[config.mk]
export PLATFORM = sky130hd
export DESIGN_NAME = conv_sa_psum_seq_flat
export DESIGN_NICKNAME = d
export VERILOG_FILES = /design/src/rtl/conv_sa_pkg.sv /design/src/rtl/conv_sa_psum_seq_if.sv /design/src/rtl/conv_sa_flag_dly.sv /design/src/rtl/conv_sa_psum_seq.sv /design/src/flat_wrapper.sv
export SDC_FILE = /design/constraint.sdc
export NUM_CORES = 1
export LEC_CHECK = 0
export BUFFER_PORTS_ARGS = -buffer_cell sky130_fd_sc_hd__buf_2
export CELL_PAD_IN_SITES_DETAIL_PLACEMENT = 2
export CELL_PAD_IN_SITES_GLOBAL_PLACEMENT = 2
export CORE_UTILIZATION = 25
export DETAILED_ROUTE_END_ITERATION = 8
export GPL_ROUTABILITY_DRIVEN = 0
export MAX_ROUTING_LAYER = met4
export PLACE_DENSITY = 0.54
export SYNTH_ARGS = -nofsm -noshare
export SYNTH_HDL_FRONTEND = slang
export SYNTH_SLANG_ARGS = --single-unit
export TNS_END_PERCENT = 10
[constraint.sdc]
create_clock -name clk -period 6.6 [get_ports clk]
set_input_delay 0.99 -clock clk [delete_from_list [all_inputs] [get_ports clk]]
set_output_delay 0.99 -clock clk [all_outputs]
set_load 0.02 [all_outputs]
[src/rtl/conv_sa_pkg.sv]
// ============================================================================
// Module      : conv_sa_pkg
// Description : Shared constants and FSM encoding for the systolic-array
//               partial-sum sequencer and its sum-unit consumers.
// Revision    : 1.0
// ============================================================================
`default_nettype none

package conv_sa_pkg;

  localparam int SLOT_AW    = 3;
  localparam int N_SLOT_MAX = 2 ** SLOT_AW;
  // Prefetch-to-write latency of every psum sum unit.
  localparam int PF2WR_LAT  = 2;

  typedef enum logic [1:0] {
    ST_INIT  = 2'd0,
    ST_IDLE  = 2'd1,
    ST_RUN   = 2'd2,
    ST_DRAIN = 2'd3
  } seq_state_t;

endpackage

`default_nettype wire

[src/rtl/conv_sa_psum_seq_if.sv]
// ============================================================================
// Module      : conv_sa_psum_seq_if
// Description : Control/flag bundle between the psum sequencer and the host,
//               operand feeder and sum units.
// Revision    : 1.0
// ============================================================================
`default_nettype none

interface conv_sa_psum_seq_if #(
  parameter int SLOT_AW = 3,
  parameter int RND_W   = 16
);

  logic               start;
  logic [SLOT_AW:0]   cfg_n_slot;
  logic [RND_W-1:0]   cfg_n_rnd;
  logic               src_rdy;
  logic               issue;
  logic               busy;
  logic               done;
  logic [SLOT_AW-1:0] psum_prefetch_addr;
  logic               psum_vld;
  logic               psum_last_rnd;
  logic [SLOT_AW-1:0] psum_wr_addr;

  modport master (
    input  start, cfg_n_slot, cfg_n_rnd, src_rdy,
    output issue, busy, done, psum_prefetch_addr, psum_vld, psum_last_rnd, psum_wr_addr
  );

  modport slave (
    output start, cfg_n_slot, cfg_n_rnd, src_rdy,
    input  issue, busy, done, psum_prefetch_addr, psum_vld, psum_last_rnd, psum_wr_addr
  );

endinterface

`default_nettype wire

[src/rtl/conv_sa_flag_dly.sv]
// ============================================================================
// Module      : conv_sa_flag_dly
// Description : Multi-stage {vld, last, addr} delay line; every stage is
//               exposed for the read-after-write hazard compare.
// Revision    : 1.0
// ============================================================================
`default_nettype none

module conv_sa_flag_dly #(
  parameter int AW  = conv_sa_pkg::SLOT_AW,
  parameter int LAT = conv_sa_pkg::PF2WR_LAT
) (
  input  wire logic                  clk,
  input  wire logic                  rst,
  input  wire logic                  in_vld,
  input  wire logic                  in_last,
  input  wire logic [AW-1:0]         in_addr,
  input  wire logic                  clr_en,
  input  wire logic [AW-1:0]         clr_addr,
  output logic      [LAT-1:0]        stg_vld,
  output logic      [LAT-1:0]        stg_last,
  output logic      [LAT-1:0][AW-1:0] stg_addr
);

  logic [LAT-1:0]         w_prev_vld;
  logic [LAT-1:0]         w_prev_last;
  logic [LAT-1:0][AW-1:0] w_prev_addr;

  assign w_prev_vld  = {stg_vld[LAT-2:0],  in_vld};
  assign w_prev_last = {stg_last[LAT-2:0], in_last};
  assign w_prev_addr = {stg_addr[LAT-2:0], in_addr};

  genvar g;
  generate
    for (g = 0; g < LAT; g++) begin : g_stage
      logic          r_vld;
      logic          r_last;
      logic [AW-1:0] r_addr;

      // A clear write lands directly in the output stage so it is visible
      // on the first cycle after reset.
      always_ff @(posedge clk or posedge rst) begin
        if (rst) begin
          r_vld  <= 1'b0;
          r_last <= 1'b0;
          r_addr <= '0;
        end else if (clr_en) begin
          r_vld  <= (g == LAT - 1);
          r_last <= (g == LAT - 1);
          r_addr <= (g == LAT - 1) ? clr_addr : '0;
        end else begin
          r_vld  <= w_prev_vld[g];
          r_last <= w_prev_last[g];
          r_addr <= w_prev_addr[g];
        end
      end

      assign stg_vld[g]  = r_vld;
      assign stg_last[g] = r_last;
      assign stg_addr[g] = r_addr;
    end
  endgenerate

endmodule

`default_nettype wire

[src/rtl/conv_sa_psum_seq.sv]
// ============================================================================
// Module      : conv_sa_psum_seq
// Description : Head-of-chain psum flag sequencer: slot/round ordering,
//               RAW hazard bubbles, feeder pacing and power-up slot clear.
// Revision    : 1.0
// ============================================================================
`default_nettype none

module conv_sa_psum_seq #(
  parameter int SLOT_AW = conv_sa_pkg::SLOT_AW,
  parameter int RND_W   = 16
) (
  input wire logic           clk,
  input wire logic           rst,
  conv_sa_psum_seq_if.master bus
);

  import conv_sa_pkg::*;

  localparam int               c_lat          = PF2WR_LAT;
  localparam logic [SLOT_AW:0] c_n_slot_max   = (SLOT_AW + 1)'(2 ** SLOT_AW);

  seq_state_t r_state;
  seq_state_t w_state_nxt;

  logic [SLOT_AW:0]   r_init_cnt;
  logic [SLOT_AW-1:0] r_slot;
  logic [SLOT_AW-1:0] r_last_slot;
  logic [RND_W-1:0]   r_rnd;
  logic [RND_W-1:0]   r_last_rnd;
  logic               r_busy;
  logic               r_done;

  logic               w_issue;
  logic               w_hazard;
  logic               w_tag_last;
  logic               w_final;
  logic               w_init_wr;
  logic               w_zero_cfg;
  logic               w_launch;
  logic               w_done_nxt;
  logic [SLOT_AW:0]   w_n_slot;

  logic [c_lat-1:0]              w_stg_vld;
  logic [c_lat-1:0]              w_stg_last;
  logic [c_lat-1:0][SLOT_AW-1:0] w_stg_addr;

  assign w_n_slot   = (bus.cfg_n_slot > c_n_slot_max) ? c_n_slot_max : bus.cfg_n_slot;
  assign w_zero_cfg = (bus.cfg_n_slot == '0) || (bus.cfg_n_rnd == '0);
  assign w_launch   = (r_state == ST_IDLE) && bus.start && !w_zero_cfg;
  assign w_tag_last = (r_rnd == r_last_rnd);
  assign w_final    = w_tag_last && (r_slot == r_last_slot);

  // A slot in flight anywhere in the delay line has not been written back yet.
  always_comb begin
    w_hazard = 1'b0;
    for (int i = 0; i < c_lat; i++) begin
      if (w_stg_vld[i] && (w_stg_addr[i] == r_slot)) begin
        w_hazard = 1'b1;
      end
    end
  end

  always_ff @(posedge clk or posedge rst) begin
    if (rst) begin
      r_state <= ST_INIT;
    end else begin
      r_state <= w_state_nxt;
    end
  end

  always_comb begin
    w_state_nxt = r_state;
    w_issue     = 1'b0;
    w_done_nxt  = 1'b0;
    w_init_wr   = 1'b0;
    case (r_state)
      ST_INIT: begin
        if (r_init_cnt == c_n_slot_max) begin
          w_state_nxt = ST_IDLE;
        end else begin
          w_init_wr = 1'b1;
        end
      end
      ST_IDLE: begin
        if (bus.start) begin
          if (w_zero_cfg) begin
            w_done_nxt = 1'b1;
          end else begin
            w_state_nxt = ST_RUN;
          end
        end
      end
      ST_RUN: begin
        w_issue = bus.src_rdy && !w_hazard;
        if (w_issue && w_final) begin
          w_state_nxt = ST_DRAIN;
        end
      end
      ST_DRAIN: begin
        // Only the output stage still holds a flag: it leaves on this edge.
        if (w_stg_vld[c_lat-2:0] == '0) begin
          w_done_nxt  = 1'b1;
          w_state_nxt = ST_IDLE;
        end
      end
      default: w_state_nxt = ST_INIT;
    endcase
  end

  always_ff @(posedge clk or posedge rst) begin
    if (rst) begin
      r_init_cnt  <= '0;
      r_slot      <= '0;
      r_last_slot <= '0;
      r_rnd       <= '0;
      r_last_rnd  <= '0;
      r_busy      <= 1'b1;
      r_done      <= 1'b0;
    end else begin
      r_busy <= (w_state_nxt != ST_IDLE);
      r_done <= w_done_nxt;
      if (w_init_wr) begin
        r_init_cnt <= r_init_cnt + 1'b1;
      end
      if (w_launch) begin
        r_slot      <= '0;
        r_rnd       <= '0;
        r_last_slot <= SLOT_AW'(w_n_slot - 1'b1);
        r_last_rnd  <= bus.cfg_n_rnd - 1'b1;
      end else if (w_issue) begin
        if (r_slot == r_last_slot) begin
          r_slot <= '0;
          r_rnd  <= r_rnd + 1'b1;
        end else begin
          r_slot <= r_slot + 1'b1;
        end
      end
    end
  end

  conv_sa_flag_dly #(
    .AW  (SLOT_AW),
    .LAT (c_lat)
  ) u_flag_dly (
    .clk      (clk),
    .rst      (rst),
    .in_vld   (w_issue),
    .in_last  (w_issue && w_tag_last),
    .in_addr  (r_slot),
    .clr_en   (w_init_wr),
    .clr_addr (r_init_cnt[SLOT_AW-1:0]),
    .stg_vld  (w_stg_vld),
    .stg_last (w_stg_last),
    .stg_addr (w_stg_addr)
  );

  assign bus.issue              = w_issue;
  assign bus.busy               = r_busy;
  assign bus.done               = r_done;
  assign bus.psum_prefetch_addr = r_slot;
  assign bus.psum_vld           = w_stg_vld[c_lat-1];
  assign bus.psum_last_rnd      = w_stg_last[c_lat-1];
  assign bus.psum_wr_addr       = w_stg_addr[c_lat-1];

endmodule

`default_nettype wire

[src/flat_wrapper.sv]
// flat-port wrapper written by rule: the top's interface ports become plain ports
module conv_sa_psum_seq_flat import conv_sa_pkg::*;
#(
  parameter int SLOT_AW = conv_sa_pkg::SLOT_AW,
  parameter int RND_W   = 16
)
  (clk, rst, bus_start, bus_cfg_n_slot, bus_cfg_n_rnd, bus_src_rdy, bus_issue, bus_busy, bus_done, bus_psum_prefetch_addr, bus_psum_vld, bus_psum_last_rnd, bus_psum_wr_addr);
  conv_sa_psum_seq_if #(.SLOT_AW(SLOT_AW), .RND_W(RND_W)) bus_i ();
  input wire logic clk;
  input wire logic rst;
  input wire logic [$bits(bus_i.start)-1:0] bus_start;
  input wire logic [$bits(bus_i.cfg_n_slot)-1:0] bus_cfg_n_slot;
  input wire logic [$bits(bus_i.cfg_n_rnd)-1:0] bus_cfg_n_rnd;
  input wire logic [$bits(bus_i.src_rdy)-1:0] bus_src_rdy;
  output wire logic [$bits(bus_i.issue)-1:0] bus_issue;
  output wire logic [$bits(bus_i.busy)-1:0] bus_busy;
  output wire logic [$bits(bus_i.done)-1:0] bus_done;
  output wire logic [$bits(bus_i.psum_prefetch_addr)-1:0] bus_psum_prefetch_addr;
  output wire logic [$bits(bus_i.psum_vld)-1:0] bus_psum_vld;
  output wire logic [$bits(bus_i.psum_last_rnd)-1:0] bus_psum_last_rnd;
  output wire logic [$bits(bus_i.psum_wr_addr)-1:0] bus_psum_wr_addr;
  assign bus_i.start = bus_start;
  assign bus_i.cfg_n_slot = bus_cfg_n_slot;
  assign bus_i.cfg_n_rnd = bus_cfg_n_rnd;
  assign bus_i.src_rdy = bus_src_rdy;
  assign bus_issue = bus_i.issue;
  assign bus_busy = bus_i.busy;
  assign bus_done = bus_i.done;
  assign bus_psum_prefetch_addr = bus_i.psum_prefetch_addr;
  assign bus_psum_vld = bus_i.psum_vld;
  assign bus_psum_last_rnd = bus_i.psum_last_rnd;
  assign bus_psum_wr_addr = bus_i.psum_wr_addr;
  conv_sa_psum_seq #(.SLOT_AW(SLOT_AW), .RND_W(RND_W)) u_core (.clk(clk), .rst(rst), .bus(bus_i));
endmodule
Yosys cells after proc, flatten, opt, wreduce, memory -nomap -nowiden
Index checks and enable logic that the tools add are counted.
W data, S select, Z words.
{"block": "op_classes", "n_mux": 28, "reduce_logical": 17, "magnitude_cmp": 1, "eq_ne": 9, "addsub": 5}
{"operator": "$mux W16", "n": 3}
{"operator": "$mux W3", "n": 6}
{"operator": "$add A16 B1 Y16 const B", "n": 1}
{"operator": "$eq A16 B16 Y1", "n": 1}
{"operator": "$logic_not A16 Y1", "n": 1}
{"operator": "$sub A16 B1 Y16 const B", "n": 1}
{"operator": "$mux W1", "n": 12}
{"operator": "$mux W2", "n": 5}
{"operator": "$eq A3 B3 Y1", "n": 3}
{"operator": "$logic_and A1 B1 Y1", "n": 8}
{"operator": "$pmux W2 S4", "n": 1}
{"operator": "$add A4 B1 Y4 const B", "n": 1}
{"operator": "$eq A2 B2 Y1 const B", "n": 2}
{"operator": "$eq A4 B4 Y1 const B", "n": 1}
{"operator": "$gt A4 B4 Y1 const B", "n": 1}
{"operator": "$logic_not A4 Y1", "n": 1}
{"operator": "$reduce_bool A2 Y1", "n": 2}
{"operator": "$add A3 B1 Y3 const B", "n": 1}
{"operator": "$sub A3 B1 Y3 const B", "n": 1}
{"operator": "$eq A2 B1 Y1 const B", "n": 1}
{"operator": "$logic_not A1 Y1", "n": 2}
{"operator": "$logic_not A2 Y1", "n": 1}
{"operator": "$ne A2 B1 Y1 const B", "n": 1}
{"operator": "$pmux W1 S2", "n": 1}
{"operator": "other kinds (2)", "n": 2}
{"block": "word_totals", "regBits": 56, "inputBits": 24, "output_inout_bits": 11, "elab_cells": 74}

Logic depth before layout (Yosys ltp)
Gate-level depths: netlist (run 1).
{"block": "logic_depth", "depth_word": 10, "depth_mapped": 7, "depth_no_buf": 6}

By module
A second synthesis (run 1) with hierarchy kept.
{"block": "hier_totals", "cells_unflattened": 305, "hier_area_um2": 3060.4}
{"module": "conv_sa_psum_seq", "cells_each": 279, "n_inst": 1, "area_per_inst_um2": 2663.8, "seq_area_each_um2": 1152.4}
{"module": "conv_sa_flag_dly", "cells_each": 26, "n_inst": 1, "area_per_inst_um2": 396.6, "seq_area_each_um2": 250.2}

Worst setup path after synthesis (run 1)
No wires, ideal clock.
{"block": "synth_path", "path_type": "input port to flip-flop", "from": "input port bus_cfg_n_rnd[6]", "to": "register u_core.r_last_slot[0]", "required_time_ps": 6475, "n_path_buf": 0, "setup_time_ps": 125, "setup_slack_ps": 3937, "stages": 4, "arrival_ps": 2538, "path_cell_list": "or4_4 nand2b_4 o41ai_4 mux2_2"}
{"block": "synth_via", "elab_chain_len": 4}
{"item": "start, declared", "line": "flat_wrapper.sv:13", "source": "input wire logic [$bits(bus_i.cfg_n_rnd)-1:0] bus_cfg_n_rnd;"}
{"item": "$logic_not A16 Y1", "line": "conv_sa_psum_seq.sv:49", "source": "assign w_zero_cfg = (bus.cfg_n_slot == '0) || (bus.cfg_n_rnd == '0);"}
{"item": "$logic_or A1 B1 Y1", "line": "conv_sa_psum_seq.sv:49"}
{"item": "$logic_not A1 Y1", "line": "conv_sa_psum_seq.sv:50", "source": "assign w_launch = (r_state == ST_IDLE) && bus.start && !w_zero_cfg;"}
{"item": "$logic_and A1 B1 Y1", "line": "conv_sa_psum_seq.sv:50"}
{"item": "end signal, assigned", "line": "conv_sa_psum_seq.sv:129", "source": "r_last_slot <= SLOT_AW'(w_n_slot - 1'b1);"}
{"item": "end, declared", "line": "conv_sa_psum_seq.sv:28", "source": "logic [SLOT_AW-1:0] r_last_slot;"}
Every way passes these cells.
A chain may end at the register's enable or synchronous reset.

Final worst setup path (run 1)
{"block": "layout_path", "from": "input port bus_src_rdy", "to": "output port bus_issue"}
{"block": "layout_via", "elab_chain_len": 2}
{"item": "start, declared", "line": "flat_wrapper.sv:14", "source": "input wire logic [$bits(bus_i.src_rdy)-1:0] bus_src_rdy;"}
{"item": "$logic_and A1 B1 Y1", "line": "conv_sa_psum_seq.sv:95", "source": "w_issue = bus.src_rdy && !w_hazard;"}
{"item": "$mux W1", "line": "conv_sa_psum_seq.sv:77", "source": "case (r_state)"}
{"item": "end, declared", "line": "flat_wrapper.sv:15", "source": "output wire logic [$bits(bus_i.issue)-1:0] bus_issue;"}
Every way passes these cells.

==> run metrics, run 1 <==
status finished, final reports clean; dpl hpwl approximately 6 mm; initial antenna violation count 0; DIE WIDTH 111 µm; full die area 12,400 µm²; worst-margin pin slew about 0.76 ns; vias in the first global route roughly 2,500; CP required approximately 5.6 ns; Post-Syn Area 2980 µm²; P_leak approximately 1.5 nW; Die Ht about 110 µm; Multi-input gate area between 1000 and 1500 µm²; crit share post-route around 46%; Worst path slowest cell a41oi_2; Bufs and invs on worst path 3; largest net degree at the start of global routing 57; Starting DRT DRC Count between 60 and 70; n_diodes 0; hold_buf cts 0; total power 1.35 mW; Net Sw Power around 530 µW; Hold WC Path Type register to register; CTS tree done; I/O Buffers 34; Worst Hold Path EP u_core.u_flag_dly.g_stage[1].r_last$_DFF_PP0_; pre-CTS WS between 3 and 4 ns; initial core utilization between 20% and 30%; CTS Buf Count 5; max-slew violations 0; Seq/Total Area, Yosys 47.0%; Reg-to-Reg Start u_core.bus.psum_prefetch_addr[0]$_DFFE_PP0P_; Hold Violations, Final 0; CP cell instances buf_2, nand3b_1, a41oi_2, nand2_1, inv_1, buf_2; row cnt 39; max-cap viol count 0; cell family with most CP delay buffers and inverters; CP Capture Type output port; unrepaired setup endpoints after global routing false; Synth Warn # 0; combinational power share a little over a third; Max Fanout on Critical Path 6; post-route setup slack between 3 and 4 ns; Post-Syn Instances 307; Fmax achieved between 300 and 400 MHz; R2R depth 5; clk sink count 56; Clock Pin Slew Worst Setup and Hold Paths around 0.070 ns; global-route wire length before repair 13.7 mm; post-CTS setup buffer count 0; Clock Latency Late Sink between 0.3 and 0.4 ns; CTS Buffer Depth 2; Int Power 821 µW; Final ANT Viol Nets 0; Post-CTS Resized 0; Tot GR Track Use between 10% and 20%; Yosys cell types 37; Largest stage delay, worst path ~0.33 ns; setup tns final 0 ns; PwrDens between 300 and 400 nW/µm²; # nets final between 300 and 400; Final Setup Violations 0; Post-synth EDFFs 0; sequential share of power ~44%; Slew HR approximately 49%; Clk pwr share roughly a fifth; final core occ 30.1%; critical path launch point type input pin; DRT Wirelength 8.09 mm; H-tree levels 2; Hold Path Depth 1; CP Class input pin to output port; P&R area growth vs syn 16.0%; number of synthesized register bits 56; vias per std cell between 4 and 5; arrival time worst endpoint 2.08 ns; Synth Flop Type dfrtp_1; Avg WL per Cell 16.7 µm; Post-synth ARST share between 90% and 100%; skew final about 0.014 ns; First-pass DRT Iterations 4; reg-to-reg endpoint u_core.r_rnd[12]$_DFFE_PP0P_; GRT overflow 0; Sw Share around two fifths; drc violations 0; DR vias roughly 2,300; Peak VDD IR 0.137 mV; register area approximately 1400 µm²; R2R setup slack between 4 and 5 ns; Net Count, Synth 337; crit path time final just over 3 ns; most used cell along the critical path buf_2; fillers approximately 1,300; CTS root buffer clkbuf_16; I/O pin cnt 35; Hold Crit Start u_core.u_flag_dly.g_stage[0].r_last$_DFF_PP0_; Syn Area/Cell 9.72 µm²; core area around 12,000 µm²; layout cells sized above 1 between 15 and 20%
==> registers in the layout, indices dropped and copies added (netlist names) <==
name / flops
u_core.bus.busy: 1
u_core.bus.done: 1
u_core.r_rnd: 16
u_core.bus.psum_prefetch_addr: 3
u_core.u_flag_dly.g_stage.r_vld: 2
u_core.r_init_cnt: 4
u_core.r_last_slot: 3
u_core.u_flag_dly.g_stage.r_addr: 6
u_core.r_state: 2
u_core.r_last_rnd: 16
u_core.u_flag_dly.g_stage.r_last: 2
==> metal layers <==
layer / vias up / share of wire (%) / global-route usage [%]
met2: 24 / 45 / 21.7
met5: - / 0 / -
met4: 0 / 1.1 / 3.51
met3: 5 / 1.9 / 2.13
met1: 1149 / 52 / 20.4
li1: 1138 / - / -
==> metrics by stage <==
step	cell area, µm²	cells	hold WS (ns)
final	3460	485	0.440
after global routing	3460	485	0.453
after CTS	3460	485	0.443
after detailed placement	3310	477	0.425
after global placement	3310	477	0.426
after floorplan	2980	307	0.408
==> synth_stat cells, types with 4 or more instances <==
| master | n | area, µm² |
|---|---|---|
| dfrtp_1 | 55 | 1380 |
| nand2_1 | 37 | 139 |
| xnor2_1 | 36 | 315 |
| o21ai_0 | 29 | 145 |
| nor2_1 | 14 | 52.6 |
| a21oi_1 | 13 | 65.1 |
| inv_1 | 11 | 41.3 |
| nand2b_1 | 10 | 62.6 |
| nand3_1 | 10 | 50.1 |
| nand4_1 | 10 | 62.6 |
| nor3_1 | 8 | 40.0 |
| xor2_1 | 8 | 70.1 |
| or3_1 | 7 | 43.8 |
| buf_2 | 6 | 30.0 |
| ha_1 | 6 | 75.1 |
| clkbuf_1 | 4 | 15.0 |
| nand3b_1 | 4 | 30.0 |
| nor4_1 | 4 | 25.0 |
| o211ai_1 | 4 | 30.0 |
| or4_1 | 4 | 30.0 |
==> final cells by class <==
class | instances | share of cell area (%)
clock buffers | 5 | 3.62
clock inverters | 3 | 0.759
inverters | 11 | 1.19
multi-input cells | 230 | 43.2
flip-flops and latches | 56 | 40.5
well taps | 143 | 5.17
repair buffers | 37 | 5.57
==> kinds of logic after synthesis <==
kind of cell,synth area share (%)
simple gates,20.9
compound gates,12.0
flops,47.0
buf+inv,2.89
fa+ha+maj,2.52
xor+xnor,12.9
mux,1.80
==> power by group through the flow <==
stage | Sequential (mW) | Combinational (mW) | Clock [mW]
finish | 0.599 | 0.472 | 0.283
global route | 0.625 | 0.542 | 0.306
CTS | 0.605 | 0.487 | 0.294
detailed placement | 0.611 | 0.485 | 0
global placement | 0.608 | 0.465 | 0
floorplan | 0.588 | 0.344 | 0
==> worst max path at each step <==
stage | start | to | slack [ns] | depth (start not counted)
4_1_cts | bus_src_rdy | bus_issue | 3.51 | 6
6_report | bus_src_rdy | bus_issue | 3.53 | 6
2_1_floorplan | bus_cfg_n_rnd[6] | u_core.r_last_slot[0]$_DFFE_PP0P_ | 3.94 | 4
3_5_place_dp | bus_cfg_n_rnd[6] | u_core.r_last_slot[0]$_DFFE_PP0P_ | 3.45 | 6
5_1_grt | bus_src_rdy | bus_issue | 3.47 | 6
3_3_place_gp | bus_cfg_n_rnd[6] | u_core.r_last_slot[0]$_DFFE_PP0P_ | 3.49 | 6
==> worst register-to-register path: stages (launching register included) <==
cell     delay [ns]
dfrtp_1        0.51
xnor2_1        0.21
a41oi_2        0.36
nand4_1        0.40
or4b_2         0.72
a21oi_1        0.16
==> cells in the final DEF (no fill, tap or decap), drive strengths merged, types with 2 or more instances in the layout <==
| master | Yosys | final |
|---|---|---|
| or3 | 7 | 7 |
| o21ai | 29 | 29 |
| xnor2 | 36 | 36 |
| nand2b | 11 | 11 |
| a21oi | 13 | 13 |
| nor4 | 4 | 4 |
| nand4 | 10 | 10 |
| clkbuf | 4 | 5 |
| nor2b | 2 | 2 |
| o211ai | 4 | 4 |
| o41ai | 4 | 4 |
| ha | 6 | 6 |
| o31ai | 3 | 3 |
| and2 | 3 | 3 |
| nor2 | 14 | 14 |
| nand3 | 10 | 10 |
| mux2 | 3 | 3 |
| dfrtp | 55 | 55 |
| inv | 11 | 13 |
| mux2i | 2 | 2 |
| xor2 | 8 | 8 |
| or4 | 5 | 5 |
| nand2 | 37 | 37 |
| nor3 | 8 | 8 |
| nor3b | 2 | 2 |
| nand3b | 4 | 4 |
| buf | 6 | 37 |
Power figures use the tool's default switching activity.
==> run 2: changes to the inputs <==
--- a/config.mk
+++ b/config.mk
@@ -12,7 +12,7 @@
 export DETAILED_ROUTE_END_ITERATION = 8
 export GPL_ROUTABILITY_DRIVEN = 0
 export MAX_ROUTING_LAYER = met4
-export PLACE_DENSITY = 0.54
+export PLACE_DENSITY = 0.56
 export SYNTH_ARGS = -nofsm -noshare
 export SYNTH_HDL_FRONTEND = slang
 export SYNTH_SLANG_ARGS = --single-unit
==> constraint.sdc (replaced) <==
create_clock -name clk -period 2.7 [get_ports clk]
set_input_delay 0.405 -clock clk [delete_from_list [all_inputs] [get_ports clk]]
set_output_delay 0.405 -clock clk [all_outputs]
set_load 0.02 [all_outputs]
==> run 2 against run 1 <==
Critical path depth down 1. Wire length up 0.14%. Final cell count up 1.0%. Count of clock-buffer cells in the layout unchanged. Critical path type is now register to output port.
==> run metrics, run 2 (synthesis results as in run 1) <==
skew final 0.0107 ns (was 0.0142 ns); Cell Count, Final, Fillers Out 490 (was 485); DIE WIDTH 111 µm (unchanged); Max Fanout on Critical Path 8 (was 6); Fmax achieved around 430 MHz; I/O pin cnt 35 (unchanged); Reg-to-Reg Start u_core.bus.psum_prefetch_addr[0]$_DFFE_PP0P_ (unchanged); Starting DRT DRC Count 48 (was 66); critical path launch point type register (was input pin); CP required 2.30 ns (was 5.61 ns); Avg WL per Cell 16.5 µm (was 16.7 µm); Hold Violations, Final 0 (unchanged); arrival time worst endpoint 1.91 ns (was 2.08 ns); CTS Buf Count 5 (unchanged); Clk pwr share 22.4% (was 20.9%); R2R depth 5 (unchanged); status finished, final reports clean (unchanged); Net Sw Power 1.29 mW (was 534 µW); vias per std cell 4.81 (was 4.78); DR vias 2,358 (was 2,316); unrepaired setup endpoints after global routing false (unchanged); crit share post-route 85.6%; row cnt 39 (unchanged); P&R area growth vs syn 18.4% (was 16.0%); max-cap viol count 0 (unchanged); worst-margin pin slew 0.789 ns (was 0.759 ns); GRT overflow 0 (unchanged); First-pass DRT Iterations 4 (unchanged); # placed instances 482 (was 477); n_diodes 0 (unchanged); Final ANT Viol Nets 0 (unchanged); CTS Buffer Depth 2 (unchanged); Clock Pin Slew Worst Setup and Hold Paths 0.08 ns (was 0.07 ns); Sw Share 37.9% (was 39.4%); core area 11,500 µm² (unchanged); max-slew violations 0 (unchanged); crit path time final roughly 2.3 ns; total power 3.40 mW (was 1.35 mW); initial antenna violation count 0 (unchanged); post-route setup slack 0.390 ns (was 3.53 ns); setup tns final 0 ns (unchanged); DRT Wirelength 8.10 mm (was 8.09 mm); Post-CTS Resized 0 (unchanged); fin area 3530 µm² (was 3460 µm²); final core occ 30.7% (was 30.1%); clk sink count 56 (unchanged); R2R setup slack 0.53 ns (was 4.16 ns); Die Ht 111 µm (unchanged); layout cells sized above 1 17.6% (was 16.4%); most common cell after layout, fill and taps aside dfrtp_1 (unchanged); Final Setup Violations 0 (unchanged); largest net degree at the start of global routing 45 (was 57); CP Capture Type output port (unchanged); Peak VDD IR 0.324 mV (was 0.137 mV); Slew HR 47.3% (was 49.4%); I/O Buffers 34 (unchanged); combinational power share 34.2% (was 34.9%); commonest cells after routing, fill and taps aside dfrtp_1 (55), nand2_1 (37), xnor2_1 (36) (unchanged); dpl hpwl 6.21 mm (was 5.99 mm); Tot GR Track Use 14.5% (about the same); Worst setup startpoint u_core.bus.psum_prefetch_addr[0]$_DFFE_PP0P_ (was bus_src_rdy); Hold WC Path Type input pin to async pin (was register to register); # nets final 376 (was 371); CTS root buffer clkbuf_16 (unchanged); post-CTS setup buffer count 0 (unchanged); Hold WS 0.239 ns (was 0.440 ns); H-tree levels 2 (unchanged); Clock Latency Late Sink 0.30 ns (was 0.31 ns); CP Class register to output port (was input pin to output port); CTS tree done (unchanged); initial core utilization 25.9% (unchanged); hold_buf cts 0 (unchanged); P_leak 1.49 nW (was 1.45 nW); pre-CTS WS 0.286 ns (was 3.45 ns); drc violations 0 (unchanged); biggest regs u_core.r_last_rnd x16, u_core.r_rnd x16, u_core.u_flag_dly.g_stage.r_addr x6 (unchanged); Int Power 2.11 mW (was 821 µW); full die area 12,400 µm² (unchanged); vias in the first global route 2,551 (was 2,517); crit path to bus_issue (unchanged); sequential share of power 43.4% (was 44.2%); PwrDens 962 nW/µm² (was 392 nW/µm²); dpl cell area 3360 µm² (was 3310 µm²); global-route wire length before repair 13.6 mm (was 13.7 mm); reg-to-reg endpoint u_core.r_rnd[15]$_DFFE_PP0P_ (was u_core.r_rnd[12]$_DFFE_PP0P_)
run 2: changes by cell type in the layout (fill, tap and decap cells not counted), sizes merged:
| cell | before | now |
|---|---|---|
| buf | 37 | 42 |
| inv | 13 | 11 |
| bufinv | 0 | 1 |
| clkinv | 1 | 2 |
run 2: power by group through the flow:
stage	Clock, mW	Sequential, mW	Combinational [mW]
final	0.761	1.48	1.16
after floorplan	0	1.44	0.840
after global placement	0	1.49	1.14
after global routing	0.819	1.53	1.32
after CTS	0.794	1.49	1.19
after detailed placement	0	1.50	1.18
run 2: cell type report:
class                   count  area, µm²
flip-flops and latches     56       1400
fillers                  1301       7980
multi-input cells         230       1490
clock buffers               5        125
well taps                 143        179
inverters                  11       41.3
repair buffers             42        243
clock inverters             3       47.5
run 2: per-layer routing:
| layer | routed length, µm | up-vias | GRT usage (%) |
|---|---|---|---|
| met3 | 144 | 7 | 2.30 |
| li1 | - | 1149 | - |
| met1 | 4160 | 1178 | 19.8 |
| met2 | 3670 | 24 | 21.9 |
| met5 | 0 | - | - |
| met4 | 123 | 0 | 4.86 |
run 2: worst max-delay path, stage by stage, from the launching register on:
cell and delay (ns):
dfrtp_1 0.51, xnor2_1 0.19, a41oi_2 0.36, nand2_1 0.22, inv_1 0.15, buf_2 0.18
run 2: worst min path at each step:
| stage | cells past startpoint | to | start |
|---|---|---|---|
| final | 2 | u_core.r_init_cnt[1]$_DFFE_PP0P_ | rst |
| after floorplan | 1 | u_core.u_flag_dly.g_stage[1].r_last$_DFF_PP0_ | u_core.u_flag_dly.g_stage[0].r_last$_DFF_PP0_ |
| after CTS | 2 | u_core.r_init_cnt[1]$_DFFE_PP0P_ | rst |
| after detailed placement | 1 | u_core.u_flag_dly.g_stage[1].r_last$_DFF_PP0_ | u_core.u_flag_dly.g_stage[0].r_last$_DFF_PP0_ |
| after global placement | 1 | u_core.u_flag_dly.g_stage[1].r_last$_DFF_PP0_ | u_core.u_flag_dly.g_stage[0].r_last$_DFF_PP0_ |
| after global routing | 2 | u_core.r_init_cnt[1]$_DFFE_PP0P_ | rst |
==> run 3: changes to the inputs <==
--- a/config.mk
+++ b/config.mk
@@ -8,11 +8,11 @@
 export BUFFER_PORTS_ARGS = -buffer_cell sky130_fd_sc_hd__buf_2
 export CELL_PAD_IN_SITES_DETAIL_PLACEMENT = 2
 export CELL_PAD_IN_SITES_GLOBAL_PLACEMENT = 2
-export CORE_UTILIZATION = 25
+export CORE_UTILIZATION = 37
 export DETAILED_ROUTE_END_ITERATION = 8
 export GPL_ROUTABILITY_DRIVEN = 0
 export MAX_ROUTING_LAYER = met4
-export PLACE_DENSITY = 0.56
+export PLACE_DENSITY = 0.76
 export SYNTH_ARGS = -nofsm -noshare
 export SYNTH_HDL_FRONTEND = slang
 export SYNTH_SLANG_ARGS = --single-unit
==> constraint.sdc (replaced) <==
create_clock -name clk -period 2.2 [get_ports clk]
set_input_delay 0.44 -clock clk [delete_from_list [all_inputs] [get_ports clk]]
set_output_delay 0.44 -clock clk [all_outputs]
set_load 0.02 [all_outputs]
==> run 3 against run 2 <==
Sequential share of layout area increased by 0.16 points. Register-to-register slack worse by 0.37 ns. Count of clock-buffer cells in the layout is the same. Final cell count decreased by 5.1%. Largest cell class unchanged. Non-clock buffer count is 16 higher. Clock power is 21% lower. Worst hold slack worse by 0.13 ns. Die area down 32%. Via count increased by 2.8%.
==> run metrics, run 3 (synthesis results as in run 1) <==
status finished, final reports clean (unchanged); CP Class register to register (was register to output port); Max Fanout on Critical Path 7 (was 8); layout cells sized above 1 21.8% (was 17.6%); fin area 3520 µm² (was 3530 µm²); H-tree levels 2 (unchanged); final core occ 45.4% (was 30.7%); Largest stage delay, worst path 0.62 ns (was 0.51 ns); Worst setup startpoint u_core.bus.psum_prefetch_addr[1]$_DFFE_PP0P_ (was u_core.bus.psum_prefetch_addr[0]$_DFFE_PP0P_); Worst path slowest cell or4b_2 (was dfrtp_1); setup tns final 0 ns (unchanged); vias per std cell 5.22 (was 4.81); Clock Pin Slew Worst Setup and Hold Paths 0.11 ns (was 0.08 ns); Net Sw Power 1.64 mW (was 1.29 mW); DIE WIDTH 91.8 µm (was 111 µm); initial antenna violation count 0 (unchanged); global-route wire length before repair 14.0 mm (was 13.6 mm); P_leak 1.52 nW (was 1.49 nW); DR vias 2,425 (was 2,358); crit share post-route between 90% and 100%; Die Ht 91.8 µm (was 111 µm); Final ANT Viol Nets 0 (unchanged); Hold Violations, Final 0 (unchanged); GRT overflow 0 (unchanged); Int Power 2.34 mW (was 2.11 mW); Final Setup Violations 0 (unchanged); Clk pwr share 15.2% (was 22.4%); dpl cell area 3410 µm² (was 3360 µm²); clk sink count 56 (unchanged); P&R area growth vs syn 18.2% (was 18.4%); unrepaired setup endpoints after global routing false (unchanged); vias in the first global route 2,690 (was 2,551); skew final 0.00768 ns (was 0.0107 ns); Peak VDD IR 0.472 mV (was 0.324 mV); dpl hpwl 6.34 mm (was 6.21 mm); Reg-to-Reg Start u_core.bus.psum_prefetch_addr[1]$_DFFE_PP0P_ (was u_core.bus.psum_prefetch_addr[0]$_DFFE_PP0P_); combinational power share 39.2% (was 34.2%); CP required 2.44 ns (was 2.30 ns); DRT Wirelength 8.16 mm (was 8.10 mm); CTS Buffer Depth 2 (unchanged); most common cell after layout, fill and taps aside dfrtp_1 (unchanged); PwrDens 1130 nW/µm² (was 962 nW/µm²); fillers 854 (was 1,301); row cnt 32 (was 39); sequential share of power 45.6% (was 43.4%); drc violations 0 (unchanged); biggest regs u_core.r_last_rnd x16, u_core.r_rnd x16, u_core.u_flag_dly.g_stage.r_addr x6 (unchanged); Tot GR Track Use 22.1% (was 14.5%); CTS root buffer clkbuf_8 (was clkbuf_16); core area 7770 µm² (was 11,500 µm²); CTS tree done (unchanged); I/O Buffers 34 (unchanged); commonest cells after routing, fill and taps aside dfrtp_1 (53), nand2_1 (37), xnor2_1 (36) (was dfrtp_1 (55), nand2_1 (37), xnor2_1 (36)); worst-margin pin slew 0.492 ns (was 0.789 ns); CP cell instances xnor2_1, a41oi_2, buf_4, nand4_1, or4b_2, a21oi_1 (was xnor2_1, a41oi_2, nand2_1, inv_1, buf_2); CP Capture Type register (was output port); arrival time worst endpoint 2.29 ns (was 1.91 ns); CTS Buf Count 5 (unchanged); largest net degree at the start of global routing 39 (was 45); n_diodes 0 (unchanged); full die area 8420 µm² (was 12,400 µm²); Slew HR 67.1% (was 47.3%); critical path launch point type register (unchanged); Starting DRT DRC Count 46 (was 48); Clock Latency Late Sink 0.31 ns (was 0.30 ns); R2R depth 6 (was 5); # nets final 392 (was 376); First-pass DRT Iterations 4 (unchanged); Fmax achieved roughly 500 MHz; max-slew violations 0 (unchanged); Sw Share 41.2% (was 37.9%); max-cap viol count 0 (unchanged); initial core utilization 38.4% (was 25.9%); Hold WC Path Type input pin to async pin (unchanged); Avg WL per Cell 17.6 µm (was 16.5 µm); Hold WS 0.112 ns (was 0.239 ns); I/O pin cnt 35 (unchanged); crit path time final slightly above 2 ns
-- run 3: cell types whose count changed in the layout (fill, tap and decap cells not counted) --
cell	delta
buf_4	+16
clkbuf_8	+5
dfrtp_1	-2
clkinv_4	-2
dfrtp_2	+2
clkbuf_16	-5
inv_6	+2
bufinv_16	-1
clkinvlp_4	+1
-- run 3: worst max-delay path: cells and delay by family, from the launching register on --
| family | cells | cell delay [ns] |
|---|---|---|
| AND/OR/NAND/NOR | 2 | 0.74 |
| flip-flops | 1 | 0.49 |
| AO/OA/AOI/OAI | 2 | 0.40 |
| buffers and inverters | 1 | 0.17 |
| XOR/XNOR | 1 | 0.16 |
-- run 3: per-stage QoR --
stage          worst slack, ns  total power, mW  cells
3_3_place_gp           -0.0150             3.25    455
2_1_floorplan          0.00510             2.80    307
6_report                 0.158             3.98    465
5_1_grt                 0.0181             4.29    465
4_1_cts                 0.0385             4.02    464
3_5_place_dp           -0.0817             3.38    455
-- run 3: layout make-up --
class	instances	area, µm²	area share, %
clock inverter	3	25.0	0.710
timing repair buffer	58	363	10.3
sequential	56	1410	39.9
multi-input combinational	230	1490	42.4
tap	102	128	3.62
inverter	11	41.3	1.17
clock buffer	5	68.8	1.95
-- run 3: final timing paths --
check	to	slack, ns
max	u_core.r_rnd[12]$_DFFE_PP0P_	0.16
min	u_core.u_flag_dly.g_stage[1].r_addr[0]$_DFF_PP0_	0.11
max reg2reg	u_core.r_rnd[12]$_DFFE_PP0P_	0.16
min reg2reg	u_core.u_flag_dly.g_stage[1].r_last$_DFF_PP0_	0.45
max in group asynchronous	u_core.bus.busy$_DFF_PP1_	1.48
min in group clk	u_core.r_last_rnd[0]$_DFFE_PP0P_	0.36
-- run 3: per-layer routing --
layer / GRT usage [%] / share of wire [%]
met2: 36.2 / 49
met1: 29.8 / 48
met3: 2.49 / 1.8
met4: 4.82 / 0.72
met5: - / 0
-- run 3: power groups by stage --
stage	Combinational, mW	Clock (mW)	Sequential [mW]
3_5_place_dp	1.55	0	1.83
3_3_place_gp	1.45	0	1.80
2_1_floorplan	1.03	0	1.76
4_1_cts	1.58	0.626	1.82
5_1_grt	1.77	0.653	1.87
6_report	1.56	0.603	1.82
-- run 3: what timing repair did --
item | in CTS | in global routing
endpoints found under the setup margin | 1 | 5
pin swaps | 1 | 1
hold buffers | 0 | 0
setup buffers | 1 | 1
gates resized for setup | 0 | 2
